==> src/rtl/pmod_nic100_spi_arbiter.sv <==
// Two-requester round-robin arbiter feeding a shared SPI byte engine (opcode, writes, reads).
// Latency: grant one cycle after req; opcode offered on the grant edge; GAP_CYCLES idle plus a done cycle after the last byte.
// Backpressure: each write byte is held on eng_wr_valid until eng_wr_got_byte; the next byte waits for eng_wr_done.
module pmod_nic100_spi_arbiter #(
  parameter int GAP_CYCLES = 2
) (
  input  logic       clk,
  input  logic       rst,
  input  logic       r0_req,
  input  logic [7:0] r0_op,
  input  logic [3:0] r0_nwr,
  input  logic [3:0] r0_nrd,
  input  logic [7:0] r0_wdata,
  input  logic       r1_req,
  input  logic [7:0] r1_op,
  input  logic [3:0] r1_nwr,
  input  logic [3:0] r1_nrd,
  input  logic [7:0] r1_wdata,
  output logic [1:0] gnt,
  output logic       wdata_take,
  output logic [7:0] rdata,
  output logic       rdata_valid,
  output logic       done,
  output logic       eng_wr_valid,
  output logic [7:0] eng_wr_data,
  output logic       eng_rd_stop,
  input  logic       eng_wr_got_byte,
  input  logic       eng_wr_done,
  input  logic       eng_rd_valid,
  input  logic [7:0] eng_rd_data
);

  typedef enum logic [2:0] {S_IDLE, S_OP, S_WR, S_RD, S_GAP} state_t;

  localparam logic [3:0] GAP_LAST = 4'(GAP_CYCLES - 1);

  state_t     r_state, w_state;
  logic [1:0] r_gnt, w_gnt;
  logic       r_last, w_last;       // 1: requester 1 was served last
  logic [7:0] r_op, w_op;
  logic [3:0] r_nwr, w_nwr;
  logic [3:0] r_nrd, w_nrd;
  logic [3:0] r_cnt, w_cnt;         // bytes remaining in the current phase
  logic [3:0] r_gap, w_gap;
  logic       r_sent, w_sent;       // byte accepted, waiting for eng_wr_done
  logic       r_wr_valid, w_wr_valid;
  logic       r_take, w_take;
  logic [7:0] r_rdata, w_rdata;
  logic       r_rvld, w_rvld;
  logic       r_done, w_done;
  logic       r_rd_stop, w_rd_stop;
  logic       w_pick1;
  logic [7:0] w_wdata;

  // With both requesting, serve whoever was not served last.
  assign w_pick1 = r1_req & (~r0_req | ~r_last);
  assign w_wdata = r_gnt[1] ? r1_wdata : r0_wdata;

  assign gnt          = r_gnt;
  assign wdata_take   = r_take;
  assign rdata        = r_rdata;
  assign rdata_valid  = r_rvld;
  assign done         = r_done;
  assign eng_wr_valid = r_wr_valid;
  // Payload bytes pass straight through so a byte refreshed after wdata_take is what the engine sees.
  assign eng_wr_data  = (r_state == S_WR) ? w_wdata : r_op;
  assign eng_rd_stop  = r_rd_stop;

  // Register all state and outputs; reset parks the engine with reads stopped.
  always_ff @(posedge clk or posedge rst) begin
    if (rst) begin
      r_state    <= S_IDLE;
      r_gnt      <= 2'b00;
      r_last     <= 1'b1;
      r_op       <= 8'h00;
      r_nwr      <= 4'd0;
      r_nrd      <= 4'd0;
      r_cnt      <= 4'd0;
      r_gap      <= 4'd0;
      r_sent     <= 1'b0;
      r_wr_valid <= 1'b0;
      r_take     <= 1'b0;
      r_rdata    <= 8'h00;
      r_rvld     <= 1'b0;
      r_done     <= 1'b0;
      r_rd_stop  <= 1'b1;
    end else begin
      r_state    <= w_state;
      r_gnt      <= w_gnt;
      r_last     <= w_last;
      r_op       <= w_op;
      r_nwr      <= w_nwr;
      r_nrd      <= w_nrd;
      r_cnt      <= w_cnt;
      r_gap      <= w_gap;
      r_sent     <= w_sent;
      r_wr_valid <= w_wr_valid;
      r_take     <= w_take;
      r_rdata    <= w_rdata;
      r_rvld     <= w_rvld;
      r_done     <= w_done;
      r_rd_stop  <= w_rd_stop;
    end
  end

  // Next-state and next-output logic for the transaction sequencer.
  always_comb begin
    w_state    = r_state;
    w_gnt      = r_gnt;
    w_last     = r_last;
    w_op       = r_op;
    w_nwr      = r_nwr;
    w_nrd      = r_nrd;
    w_cnt      = r_cnt;
    w_gap      = r_gap;
    w_sent     = r_sent;
    w_wr_valid = r_wr_valid;
    w_take     = 1'b0;
    w_rdata    = r_rdata;
    w_rvld     = 1'b0;
    w_done     = 1'b0;
    w_rd_stop  = r_rd_stop;
    case (r_state)
      S_IDLE: begin
        if (r0_req | r1_req) begin
          w_gnt      = w_pick1 ? 2'b10 : 2'b01;
          w_op       = w_pick1 ? r1_op : r0_op;
          w_nwr      = w_pick1 ? r1_nwr : r0_nwr;
          w_nrd      = w_pick1 ? r1_nrd : r0_nrd;
          w_sent     = 1'b0;
          w_wr_valid = 1'b1;
          w_state    = S_OP;
        end
      end
      S_OP: begin
        if (!r_sent) begin
          if (eng_wr_got_byte) begin
            w_wr_valid = 1'b0;
            w_sent     = 1'b1;
          end
        end else if (eng_wr_done) begin
          w_sent = 1'b0;
          if (r_nwr != 4'd0) begin
            w_state    = S_WR;
            w_cnt      = r_nwr;
            w_wr_valid = 1'b1;
          end else if (r_nrd != 4'd0) begin
            w_state   = S_RD;
            w_cnt     = r_nrd;
            w_rd_stop = 1'b0;
          end else begin
            w_state = S_GAP;
            w_gap   = GAP_LAST;
          end
        end
      end
      S_WR: begin
        if (!r_sent) begin
          if (eng_wr_got_byte) begin
            w_wr_valid = 1'b0;
            w_take     = 1'b1;
            w_sent     = 1'b1;
          end
        end else if (eng_wr_done) begin
          w_sent = 1'b0;
          w_cnt  = r_cnt - 4'd1;
          if (r_cnt != 4'd1) begin
            w_wr_valid = 1'b1;
          end else if (r_nrd != 4'd0) begin
            w_state   = S_RD;
            w_cnt     = r_nrd;
            w_rd_stop = 1'b0;
          end else begin
            w_state = S_GAP;
            w_gap   = GAP_LAST;
          end
        end
      end
      S_RD: begin
        if (eng_rd_valid) begin
          w_rdata = eng_rd_data;
          w_rvld  = 1'b1;
          w_cnt   = r_cnt - 4'd1;
          if (r_cnt == 4'd1) begin
            w_rd_stop = 1'b1;
            w_state   = S_GAP;
            w_gap     = GAP_LAST;
          end
        end
      end
      S_GAP: begin
        if (r_gap == 4'd0) begin
          w_done  = 1'b1;
          w_gnt   = 2'b00;
          w_last  = r_gnt[1];
          w_state = S_IDLE;
        end else begin
          w_gap = r_gap - 4'd1;
        end
      end
      default: w_state = S_IDLE;
    endcase
  end

endmodule

==> config.mk <==
export PLATFORM = sky130hd
export DESIGN_NAME = pmod_nic100_spi_arbiter
export DESIGN_NICKNAME = d
export VERILOG_FILES = /design/src/rtl/pmod_nic100_spi_arbiter.sv
export SDC_FILE = /design/constraint.sdc
export NUM_CORES = 1
export LEC_CHECK = 0
export ABC_AREA = 1
export BUFFER_PORTS_ARGS = -buffer_cell sky130_fd_sc_hd__buf_4
export CAP_MARGIN = 40
export CORE_ASPECT_RATIO = 1.1
export CORE_MARGIN = 2
export CORE_UTILIZATION = 56
export CTS_BUF_LIST = sky130_fd_sc_hd__clkbuf_2
export CTS_CLUSTER_SIZE = 14
export DETAILED_ROUTE_END_ITERATION = 8
export MAX_ROUTING_LAYER = met4
export PLACE_DENSITY = 0.87
export SYNTH_ARGS = -nofsm -noshare
export SYNTH_HDL_FRONTEND = slang
export SYNTH_SLANG_ARGS = --single-unit
==> constraint.sdc <==
create_clock -name clk -period 2.7 [get_ports clk]
set_input_delay 0.405 -clock clk [delete_from_list [all_inputs] [get_ports clk]]
set_output_delay 0.405 -clock clk [all_outputs]
set_load 0.1 [all_outputs]
# ---- Word level (Yosys, flattened, before mapping)
# Index checks and enable logic that the tools add are counted.
dict set report classes {
  n_addsub 2
  eq_ne 22
  muxes 72
  bitwise 5
  reduce_logical 20
}
# cell n
set ops {}
lappend ops {{2-to-1 mux 4 bit} 21}
lappend ops {{2-to-1 mux 3 bit} 11}
lappend ops {{2-to-1 mux 1 bit} 27}
lappend ops {{2-to-1 mux 8 bit} 3}
lappend ops {{!= test 2 bit (second input constant)} 11}
lappend ops {{AND reduction 9 bit} 2}
lappend ops {{case mux 4 bit (4 select lines)} 1}
lappend ops {{case mux 3 bit (5 select lines)} 1}
lappend ops {{!= test 3 bit (second input constant)} 4}
lappend ops {{case mux 4 bit (3 select lines)} 1}
lappend ops {{nonzero test 4 bit} 3}
lappend ops {{AND reduction 10 bit} 1}
lappend ops {{AND reduction 2 bit} 4}
lappend ops {{subtractor 4 x 1 -> 4 bit (second input constant)} 2}
lappend ops {{AND reduction 7 bit} 1}
lappend ops {{equality test 3 x 2 -> 1 bit (second input constant)} 2}
lappend ops {{2-to-1 mux 2 bit} 3}
lappend ops {{case mux 1 bit (3 select lines)} 2}
lappend ops {{AND reduction 6 bit} 1}
lappend ops {{nonzero test 3 bit} 2}
lappend ops {{equality test 4 x 1 -> 1 bit (second input constant)} 1}
lappend ops {{logical NOT 4 bit} 1}
lappend ops {{!= test 4 x 1 -> 1 bit (second input constant)} 1}
lappend ops {{case mux 2 bit (2 select lines)} 1}
lappend ops {{other kinds (11)} 14}
dict set report totals {
  regBits 44
  inputBits 63
  output_inout_bits 23
  word_cells 136
}

# ---- Logic depth before layout (Yosys ltp)
dict set report depth {
  word_depth 6
  mapped_depth 10
  ltp_nobuf 10
}

# ---- Least setup slack after synthesis
# OpenSTA, ideal clock, no wires.
dict set report synth_path {
  path_kind {reg-to-output}
  startpoint {register r_gnt[1] (netlist: gnt[1])}
  endpoint {output port eng_wr_data[0]}
  arrival_time_ns 2.903
  t_required_ns 2.295
  path_slack_ns -0.608
  path_stages_with_launch 5
  path_buffers 1
  path_cell_list {dfrtp_1 clkbuf_1 clkinv_1 nand2_1 a31oi_1}
}
dict set report synth_between {
  elab_chain_len 2
}
# element line_no
set synth_rtl {}
lappend synth_rtl {{from (decl)} 38} ;# logic [1:0] r_gnt, w_gnt;
lappend synth_rtl {{from (signal assigned)} 89} ;# r_gnt <= w_gnt;
lappend synth_rtl {{2-to-1 mux 8 bit} 57} ;# assign w_wdata = r_gnt[1] ? r1_wdata : r0_wdata;
lappend synth_rtl {{2-to-1 mux 8 bit} 66} ;# assign eng_wr_data = (r_state == S_WR) ? w_wdata : r_op;
lappend synth_rtl {{to (decl)} 25} ;# output logic [7:0] eng_wr_data,
# Every way passes these cells.

# ---- Worst setup path after layout
dict set report layout_path {
  startpoint {register r_state[0]}
  endpoint {output port eng_wr_data[2]}
}
dict set report layout_between {
  elab_chain_len 2
}
# element line_no
set layout_rtl {}
lappend layout_rtl {{from (decl)} 37} ;# state_t r_state, w_state;
lappend layout_rtl {{from (signal assigned)} 88} ;# r_state <= w_state;
lappend layout_rtl {{equality test 3 x 2 -> 1 bit} 66}
lappend layout_rtl {{2-to-1 mux 8 bit} 66}
# Every way passes these cells.

==> results by group <==
Critical path
  • Worst setup EP type: primary output
  • Crit-path slowest cell: dfrtp_1
  • Delay-heaviest family, CP: buffers and inverters
  • CP arrival: 2.16 ns
  • Maximum fanout along the worst path: 19
  • Critical Path Max Stage Delay: 0.53 ns
  • CP Buf/Inv Count: 3
  • Startpoint Class: flip-flop
  • Cell Chain, Critical Path: nor2_2 -> nand2_2 -> inv_1 -> buf_6 -> nor2_1 -> a31oi_4 -> buf_4
  • Worst EP required: 2.30 ns
  • Critical path type: flip-flop to primary output

Floorplan
  • Die area: 5180 um^2
  • Chip height: 75.3 um
  • Initial core utilization: 0.591
  • Io pins: 86
  • Die width: 68.8 um
  • Core Region: 4380 um^2
  • FP Rows: 25

GRT
  • First-pass GRT wire length: 11600 um
  • Vias in the first global route: 2620
  • Largest net degree at the start of global routing: 26
  • GR Overflow Total: 0
  • Aggregate global-route resource usage: 0.306
  • Initial antenna violation count: 0

Finish
  • N_diodes: 0
  • Commonest non-fill, non-tap cell in the layout: nand2_1
  • P&R area growth vs syn: 35.8%
  • Layout cells sized above 1: 0.288
  • Fin cells: 512
  • Commonest non-fill, non-tap cells in the layout: nand2_1 (124), buf_4 (89), nor2_1 (53)
  • Final nets: 523

Drt
  • Vias/cell: 5.36
  • Final WL: 7030 um
  • Antenna Nets Post-Route: 0
  • Detailed Route Iter0 Violations: 145
  • # DRC: 0
  • Initial DRT Pass Iterations: 5
  • Via count: 2746
  • Wire per inst: 13.7 um

Clocking
  • Setup Buffers After CTS: 0
  • Root Buffer: clkbuf_2
  • Clk slew on worst S/H paths: 0.23 ns
  • CTS tree: built
  • H-tree Lvls: 2
  • Clock sink count: 44
  • Total CTS buffers: 5
  • Clk_lat worst skew: 0.43 ns
  • Bufs on Longest Clock Path: 2

STA
  • Slew Limit Headroom: 0.684
  • Final setup viols: 0
  • Final period util: 0.952
  • Minimum clock period: 2.57 ns
  • Fmax: 389 MHz
  • Pins Over Slew Limit: 0
  • Tightest Pin Transition: 0.472 ns
  • Final Hold Vio Count: 0
  • Post-route worst setup slack: 0.131 ns
  • Final Skew: 0.0225 ns

Synth
  • Post-synthesis sequential area ratio: 0.426
  • Post-synthesis async set-or-reset flop share: 1.00
  • Synthesized area: 2590 um^2
  • Syn Inst Count: 368
  • Netlist cell types: 28
  • Dominant register cell in the synthesized netlist: dfrtp_1
  • Synth Net Count: 434
  • Yosys warning count: 0
  • Syn avg cell area: 7.03 um^2
  • Synthesized flop and latch total: 44
  • Post-synth EDFFs: 0

Placement
  • Placed insts: 503
  • Placer Congestion: 0.872
  • Dpl ws: 0.574 ns
  • Final HPWL DP: 5370 um
  • Port buffer count: 85

Run status
  • Status: finished clean

Job
  • Max Cap Violations: 0

Hold path
  • Hold Path Class: primary input to flip-flop
## layout make-up
| cell class | count | area (um^2) |
|---|---|---|
| Clock inverter | 2 | 60.1 |
| Fill cell | 319 | 866 |
| Inverter | 32 | 120 |
| Timing Repair Buffer | 91 | 689 |
| Multi-Input combinational cell | 283 | 1440 |
| Tap cell | 54 | 67.6 |
| Clock buffer | 6 | 30.0 |
| Sequential cell | 44 | 1100 |
## routing by layer
layer / GRT usage / part of all wire / up-vias
met5: - / 0 / -
met1: 0.348 / 0.40 / 1261
met2: 0.531 / 0.51 / 110
met3: 0.0517 / 0.061 / 21
li1: - / - / 1354
met4: 0.124 / 0.028 / 0
## flip-flops by register name, indices dropped and copies added, names as in the netlist
signal / cells
r_nrd: 4
r_gap: 4
r_op: 8
wdata_take: 1
eng_wr_valid: 1
rdata: 8
r_state: 3
r_cnt: 4
r_nwr: 4
rdata_valid: 1
gnt: 2
r_sent: 1
eng_rd_stop: 1
r_last: 1
done: 1
## worst register-to-register path, delay by kind of cell, from the launching register on
kind | cells | cell delay [ns]
and+or+nand+nor | 3 | 0.53
DFF | 1 | 0.51
AOI/OAI and AO/OA | 2 | 0.37
buffers and inverters | 2 | 0.53
## synth_stat cells (all sizes together), types with 2 or more instances
| library cell | count | area [um^2] |
|---|---|---|
| nand2 | 133 | 537 |
| a31oi | 8 | 50.1 |
| or2 | 3 | 18.8 |
| dfrtp | 42 | 1050 |
| xnor2 | 2 | 17.5 |
| o21ai | 32 | 160 |
| nor2 | 58 | 244 |
| inv | 31 | 116 |
| a21oi | 3 | 26.3 |
| nand3 | 29 | 155 |
| clkbuf | 3 | 11.3 |
| dfstp | 2 | 52.6 |
| nor3 | 2 | 10.0 |
| buf | 6 | 30.0 |
| o22ai | 7 | 43.8 |
| ha | 3 | 37.5 |
## metrics by stage
step / instance area [um^2] / hold slack [ns] / utilization / TNS, ns
2_1_floorplan: 2710 / 0.454 / - / 0
3_3_place_gp: 3410 / 0.380 / 0.779 / 0
3_5_place_dp: 3410 / 0.393 / 0.779 / 0
4_1_cts: 3510 / 0.151 / 0.801 / 0
5_1_grt: 3510 / 0.130 / 0.802 / -0.0101
6_report: 3510 / 0.151 / 0.802 / 0
## cell families after synthesis
family / share of synthesized area
buffers and inverters: 0.0624
adders and majority gates: 0.0145
AOI/OAI and AO/OA: 0.111
DFF: 0.426
and+or+nand+nor: 0.375
xor gates and xnor gates: 0.0102
## what timing repair did
action | in CTS | in global routing
hold buffers | 1 | 0
setup endpoints to repair | 0 | 8
gates resized for setup | 0 | 1
hold endpoints to repair | 12 | 0
## worst paths after layout
| kind | start | to | slack, ns | cells past startpoint |
|---|---|---|---|---|
| worst max-delay path | r_state[0] | eng_wr_data[2] | 0.13 | 7 |
| worst min-delay path | eng_rd_data[7] | rdata[7] | 0.15 | 3 |
| worst max register to register | r_state[2] | r_nwr[0] | 0.70 | 7 |
| worst min register to register | eng_rd_stop | eng_rd_stop | 0.49 | 2 |
| max in group asynchronous | rst | r_last | 1.61 | 4 |
| min in group asynchronous | rst | r_state[2] | 0.48 | 3 |
Power is not shown: default switching activity piles up to over one toggle a cycle in this logic, so the estimate is an artifact.
